==> config.mk <==
export PLATFORM = sky130hd
export DESIGN_NAME = binary_divider
export DESIGN_NICKNAME = d
export VERILOG_FILES = /design/src/rtl/binary_divider.sv
export SDC_FILE = /design/constraint.sdc
export NUM_CORES = 1
export LEC_CHECK = 0
export ABC_CLOCK_PERIOD_IN_PS = 2300
export CAP_MARGIN = 25
export CORE_ASPECT_RATIO = 0.6
export CORE_MARGIN = 2
export CORE_UTILIZATION = 30
export DETAILED_ROUTE_END_ITERATION = 12
export PLACE_DENSITY_LB_ADDON = 0.1
export SLEW_MARGIN = 20
export SYNTH_ARGS = -nofsm -noshare
export SYNTH_HDL_FRONTEND = slang
export SYNTH_SLANG_ARGS = --single-unit
==> constraint.sdc <==
create_clock -name clk -period 2.3 [get_ports clk]
set_input_delay 0.46 -clock clk [delete_from_list [all_inputs] [get_ports clk]]
set_output_delay 0.46 -clock clk [all_outputs]
set_load 0.005 [all_outputs]
==> src/rtl/binary_divider.sv <==
// binary_divider: sequential unsigned restoring divider.
//   Resolves one quotient bit per clock using a start/busy/done handshake.
//   A zero divisor returns without any iteration cycles. The quotient is all
//   ones, the remainder is the low dividend bits, and div_zero_o is set.
//
// Ports
//   clk          system clock, rising edge
//   rst_n        asynchronous active-low reset
//   start_i      request a division; sampled only while idle
//   dividend_i   unsigned dividend, N_DVD bits; captured on accept
//   divisor_i    unsigned divisor, N_DVS bits; captured on accept
//   quotient_o   registered quotient, N_DVD bits
//   remainder_o  registered remainder, N_DVS bits
//   busy_o       high while iterations are in progress
//   done_o       one-cycle pulse when a new result is presented
//   div_zero_o   latest result came from a zero divisor; held with the result
module binary_divider #(
  parameter int unsigned N_DVD = 8,
  parameter int unsigned N_DVS = 4
) (
  input  logic             clk,
  input  logic             rst_n,
  input  logic             start_i,
  input  logic [N_DVD-1:0] dividend_i,
  input  logic [N_DVS-1:0] divisor_i,
  output logic [N_DVD-1:0] quotient_o,
  output logic [N_DVS-1:0] remainder_o,
  output logic             busy_o,
  output logic             done_o,
  output logic             div_zero_o
);

  localparam int unsigned CntW = (N_DVD > 1) ? $clog2(N_DVD) : 1;

  typedef enum logic [0:0] {StIdle, StRun} state_e;

  state_e           state_q;
  logic [N_DVS-1:0] dvs_q;
  logic [N_DVD-1:0] shift_q;   // dividend bits shift out, quotient bits shift in
  logic [N_DVS:0]   p_q;       // partial remainder, one bit wider than the divisor
  logic [CntW-1:0]  cnt_q;
  logic [N_DVD-1:0] quotient_q;
  logic [N_DVS-1:0] remainder_q;
  logic             busy_q;
  logic             done_q;
  logic             div_zero_q;

  // One restoring step, computed from the current iteration state.
  logic [N_DVS:0]   p_shift;
  logic             p_ge;
  logic [N_DVS:0]   p_d;
  logic [N_DVD-1:0] shift_d;
  logic             last_iter;

  always_comb begin
    p_shift   = {p_q[N_DVS-1:0], shift_q[N_DVD-1]};
    p_ge      = (p_shift >= {1'b0, dvs_q});
    p_d       = p_ge ? (p_shift - {1'b0, dvs_q}) : p_shift;
    shift_d   = {shift_q[N_DVD-2:0], p_ge};
    last_iter = (cnt_q == '0);
  end

  always_ff @(posedge clk or negedge rst_n) begin
    if (!rst_n) begin
      state_q     <= StIdle;
      dvs_q       <= '0;
      shift_q     <= '0;
      p_q         <= '0;
      cnt_q       <= '0;
      quotient_q  <= '0;
      remainder_q <= '0;
      busy_q      <= 1'b0;
      done_q      <= 1'b0;
      div_zero_q  <= 1'b0;
    end else begin
      done_q <= 1'b0;
      unique case (state_q)
        StIdle: begin
          if (start_i) begin
            if (divisor_i != '0) begin
              dvs_q   <= divisor_i;
              shift_q <= dividend_i;
              p_q     <= '0;
              cnt_q   <= CntW'(N_DVD - 1);
              busy_q  <= 1'b1;
              state_q <= StRun;
            end else begin
              // Zero divisor: publish the defined result at once, no iterations.
              quotient_q  <= '1;
              remainder_q <= dividend_i[N_DVS-1:0];
              div_zero_q  <= 1'b1;
              done_q      <= 1'b1;
            end
          end
        end
        StRun: begin
          p_q     <= p_d;
          shift_q <= shift_d;
          cnt_q   <= cnt_q - 1'b1;
          if (last_iter) begin
            quotient_q  <= shift_d;
            remainder_q <= p_d[N_DVS-1:0];
            div_zero_q  <= 1'b0;
            done_q      <= 1'b1;
            busy_q      <= 1'b0;
            state_q     <= StIdle;
          end
        end
        default: state_q <= StIdle;
      endcase
    end
  end

  assign quotient_o  = quotient_q;
  assign remainder_o = remainder_q;
  assign busy_o      = busy_q;
  assign done_o      = done_q;
  assign div_zero_o  = div_zero_q;

endmodule

# Word level (Yosys, flattened, before mapping)
# Index checks and enable logic that the tools add are counted.
dict set report totals {
  output_inout_bits 15
  input_bits 15
  register_bits 35
}
dict set report op_classes {
  eq_ne 4
  addsub 2
  reduce_logical 6
  muxes 33
  bitwise_logic 1
  n_lt_le_gt_ge 1
}
# cell n
set ops {}
lappend ops {{$mux W8} 5}
lappend ops {{$pmux W8 S2} 2}
lappend ops {{$mux W4} 6}
lappend ops {{$pmux W4 S2} 2}
lappend ops {{$mux W1} 11}
lappend ops {{$reduce_and A3 Y1} 3}
lappend ops {{$pmux W1 S2} 4}
lappend ops {{$mux W3} 2}
lappend ops {{$ne A2 B2 Y1 const B} 3}
lappend ops {{$pmux W3 S2} 1}
lappend ops {{$ge A5 B4 Y1} 1}
lappend ops {{$reduce_bool A4 Y1} 1}
lappend ops {{$sub A4 B4 Y4} 1}
lappend ops {{$logic_not A3 Y1} 1}
lappend ops {{$sub A3 B1 Y3 const B} 1}
lappend ops {{$ne A2 B1 Y1 const B} 1}
lappend ops {{$reduce_and A2 Y1} 1}
lappend ops {{$not A1 Y1} 1}

# Longest topological paths before layout
dict set report logic_depth {
  depth_word 4
  ltp_mapped 8
}

# Worst setup path after synthesis
# OpenSTA, ideal clock, no wires.
dict set report synth_timing {
  path_kind {flip-flop to flip-flop}
  startpoint {reg dvs_q[0]}
  endpoint {reg remainder_q[2] (netlist: remainder_o[2])}
  path_stages_with_launch 7
  setup_time_ns 0.077
  required_time_ns 2.223
  path_slack_ns 0.551
  arrival_time_ns 1.671
  cell_sequence {dfrtp_1 ha_1 nand2b_1 a21oi_1 a22o_1 mux2_2 a21oi_1}
}
dict set report synth_via {
  elab_chain_cells 4
  word_cells_on_any_way 5
  cone_classes {add/sub (1); order compare (1); mux (3)}
}
# element line
set synth_rtl {}
lappend synth_rtl {{start, declared} 38} ;# logic [N_DVS-1:0] dvs_q;
lappend synth_rtl {{start signal, assigned} 81} ;# dvs_q <= divisor_i;
lappend synth_rtl {{$sub A4 B4 Y4 or $ge A5 B4 Y1 (tied branches)} {58, 57}}
lappend synth_rtl {{$mux W4 *} 58} ;# p_d = p_ge ? (p_shift - {1'b0, dvs_q}) : p_shift;
lappend synth_rtl {{$mux W4 *} 100} ;# if (last_iter) begin
lappend synth_rtl {{$pmux W4 S2 *} 77} ;# unique case (state_q)
lappend synth_rtl {{end signal, assigned} 90} ;# remainder_q <= dividend_i[N_DVS-1:0];
lappend synth_rtl {{end signal, assigned} 102} ;# remainder_q <= p_d[N_DVS-1:0];
lappend synth_rtl {{end, declared} 43} ;# logic [N_DVS-1:0] remainder_q;
# Mark *: on every way between the ends. The rest lies on a longest branch, timed or not. The select of a mux whose other input is x is not followed.
# A chain may end at the register's enable or synchronous reset.

# Worst setup path in the final report
dict set report layout_timing {
  startpoint {reg shift_q[7]}
  endpoint {reg remainder_q[2] (netlist: remainder_o[2])}
}
dict set report layout_via {
  elab_chain_cells 4
  word_cells_on_any_way 5
  cone_classes {add/sub (1); order compare (1); mux (3)}
}
# element line
set layout_rtl {}
lappend layout_rtl {{start, declared} 39} ;# logic [N_DVD-1:0] shift_q;
lappend layout_rtl {{start signal, assigned} 82} ;# shift_q <= dividend_i;
lappend layout_rtl {{start signal, assigned} 98} ;# shift_q <= shift_d;
lappend layout_rtl {{$sub A4 B4 Y4 or $ge A5 B4 Y1 (tied branches)} {58, 57}}
lappend layout_rtl {{$mux W4 *} 58}
lappend layout_rtl {{$mux W4 *} 100}
lappend layout_rtl {{$pmux W4 S2 *} 77}
# Marks and branches as above.

==> impl_metrics.py <==
metrics = {
    "status": {
        "status": "finished clean",
    },
    "drt": {
        "route.detailed.drc": 0,
        "drtAntennaViolNets": 0,
        "vias": 1297,
        "first_pass_iters": 4,
        "viasPerCell": 4.46,
        "dr_wl_met2_um": 1650,
        "drt-met1-wl_um": 2000,
        "routed.top_layer": "met4",
        "first_iter_violations": 29,
        "wl_per_cell_um": 13.2,
        "routed-wl-met3_um": 143,
        "finalWirelength_um": 3840,
    },
    "logic_synthesis": {
        "ys_top_cells_by_area": "dfrtp_1, nand2_1, ha_1, a21oi_2, nor2_1",
        "yosys.area.top_type": "dfrtp_1",
        "syn_avg_cell_area_sq_um": 10.1,
        "synth_nets": 196,
        "syn_area_sq_um": 1750,
        "yosysMostFrequentCell": "dfrtp_1",
        "async_reset_ff_frac": 1.00,
        "synth_top_area_share": 0.501,
        "synthDistinctLibCells": 40,
        "syn_inst": 174,
        "yosysWarnings": 0,
        "synth_enable_flop_cells": 0,
        "synthFlopType": "dfrtp_1",
        "ys_seq_area_frac": 0.501,
        "synth_commonest_cells": "dfrtp_1, nand2_1, nor2_1",
        "ys_ff_latch": 35,
    },
    "critical_path": {
        "slowest_stage": "mux2_2",
        "critPathMaxStageDelay_ps": 390,
        "critPathTopFamily": "compound AO/OA/AOI/OAI gates",
        "crit_path_start_kind": "flip-flop",
        "cp_max_fo": 5,
        "critical_path_buf_inv_count": 1,
        "worstSetupPathType": "flip-flop to flip-flop",
        "crit_arrival_ps": 2240,
        "required_ps": 2510,
        "path_common_cell": "a21oi_1",
        "crit_chain": "inv_1 -> ha_1 -> nand2b_1 -> a21oi_1 -> a22o_1 -> mux2_2 -> a21oi_1",
        "cp-end-kind": "flip-flop",
    },
    "clock_tree": {
        "htreeDepth": 2,
        "cts_sinks": 35,
        "cts_resized": 0,
        "cts_hold_buf": 0,
        "clockBufferDepth": 2,
        "root_buffer": "clkbuf_8",
        "post-cts-setup-buffers": 0,
        "cts_buffers": 5,
        "clk_pin_slew_ps": 70,
        "cts_tree": "done",
        "clock_latency_ps": 280,
    },
    "timing": {
        "slew_viol_final": 0,
        "timing.final.crit_share": 0.882,
        "whs_ps": 490,
        "skew_ps": 6.61,
        "fin_setup_tns_ps": 0,
        "finalCriticalPeriod_ps": 2030,
        "fmax_mhz": 493,
        "max_slew_margin": 0.693,
        "rsz0062_at_grt": "false",
        "tightest_slew_ps": 460,
        "finalSetupViolations": 0,
        "finalHoldViolations": 0,
        "fin_ws_ps": 272,
    },
    "final_layout": {
        "fillers": 550,
        "design_area_sq_um": 2240,
        "fin_util": 0.401,
        "antenna_cells": 0,
        "finalNonFillerCells": 291,
        "layout-drive-gt1-share": 0.152,
        "nets": 232,
        "syn_to_final_growth_pct": 28.3,
    },
    "placed_design": {
        "post-place-ws_ps": 132,
        "dpl_cell_area_sq_um": 2140,
        "dpl.hpwl_um": 2820,
        "gp_congestion": 0.742,
        "portBuffers": 29,
        "dp_cells": 283,
    },
    "grt": {
        "antenna_found_initial": 0,
        "track_usage": 0.134,
        "grt_pass1_wl_um": 6640,
        "grt_max_degree": 36,
        "grt_pass1_vias": 1351,
        "gr-total-overflow": 0,
    },
    "floorplanning": {
        "initial_core_util": 0.313,
        "ios": 30,
        "dieArea_sq_um": 6480,
        "die_width_um": 103,
        "die_h_um": 63.1,
        "rows": 21,
        "fp.coreArea_sq_um": 5600,
    },
    "pwr": {
        "power.density_nw_per_um2": 1350,
        "leakage_nw": 0.956,
        "ir_worst_vdd_v": 0.000459,
        "total_power_mw": 3.02,
    },
    "run": {
        "cap_violations": 0,
    },
    "worst_hold_path": {
        "hold_path_class": "flip-flop to flip-flop",
    },
}
## worst reg2reg max path: cells and delay by family, from the launching register on
family	cells	cell delay (ps)
compound gates	3	710
mux	1	390
flops	1	380
fa+ha+maj	1	270
simple gates	1	150
buf+inv	1	50
## per-layer routing
| layer | GRT usage | vias to the layer above |
|---|---|---|
| met5 | 0 | - |
| met4 | 0.0433 | 0 |
| met3 | 0.0400 | 7 |
| met2 | 0.191 | 21 |
| met1 | 0.195 | 608 |
| li1 | - | 661 |
## state kept, by name, indices dropped and copies added (netlist names)
name         flops
state_q          1
done_o           1
remainder_o      4
div_zero_o       1
cnt_q            3
busy_o           1
p_q              4
quotient_o       8
dvs_q            4
shift_q          8
## placed cells by master (no fill, tap or decap), types with 7 or more instances in the layout
cell type | synthesis | layout
a21oi_1 | 9 | 9
a21oi_2 | 8 | 8
a31oi_1 | 7 | 7
buf_4 | 1 | 7
clkbuf_8 | 0 | 7
clkdlybuf4s50_1 | 0 | 29
dfrtp_1 | 35 | 35
inv_1 | 8 | 8
nand2_1 | 28 | 28
nor2_1 | 18 | 18
## worst paths after layout
kind	from	to	slack (ps)	depth (start not counted)
max in group asynchronous	rst_n	shift_q[5]$_DFFE_PN0P_	1380	2
hold / removal	cnt_q[0]$_DFFE_PN0P_	cnt_q[0]$_DFFE_PN0P_	490	1
setup / recovery	shift_q[7]$_DFFE_PN0P_	remainder_o[2]$_DFFE_PN0P_	270	7
min in group asynchronous	rst_n	div_zero_o$_DFFE_PN0P_	590	2
setup reg to reg	shift_q[7]$_DFFE_PN0P_	remainder_o[2]$_DFFE_PN0P_	270	7
hold reg to reg	cnt_q[0]$_DFFE_PN0P_	cnt_q[0]$_DFFE_PN0P_	490	1
## power breakdown
group | internal (mW) | switching [mW] | total [mW]
sequential | 0.896 | 0.199 | 1.10
clock | 0.273 | 0.216 | 0.489
combinational | 0.710 | 0.727 | 1.44
total | 1.88 | 1.14 | 3.02
## cell families (layout without fill, tap and decap cells)
group                    Yosys count  after routing  share of synthesized area
AND/OR/NAND/NOR                   67             67                      0.182
buffers and inverters             16             53                     0.0472
multiplexers                       6              6                     0.0358
flip-flops                        35             35                      0.501
AO/OA/AOI/OAI                     41             41                      0.170
adder cells (fa/ha/maj)            7              7                     0.0544
XOR/XNOR                           2              2                     0.0100
## cell type report
type	instances	area (sq um)	share of cell area
repair buffers	36	343	0.153
inverters	9	33.8	0.0151
clock buffers	8	100	0.0446
well taps	80	100	0.0446
flip-flops and latches	35	876	0.390
multi-input cells	123	791	0.352
Note: power is estimated with default switching activity, not from simulation.
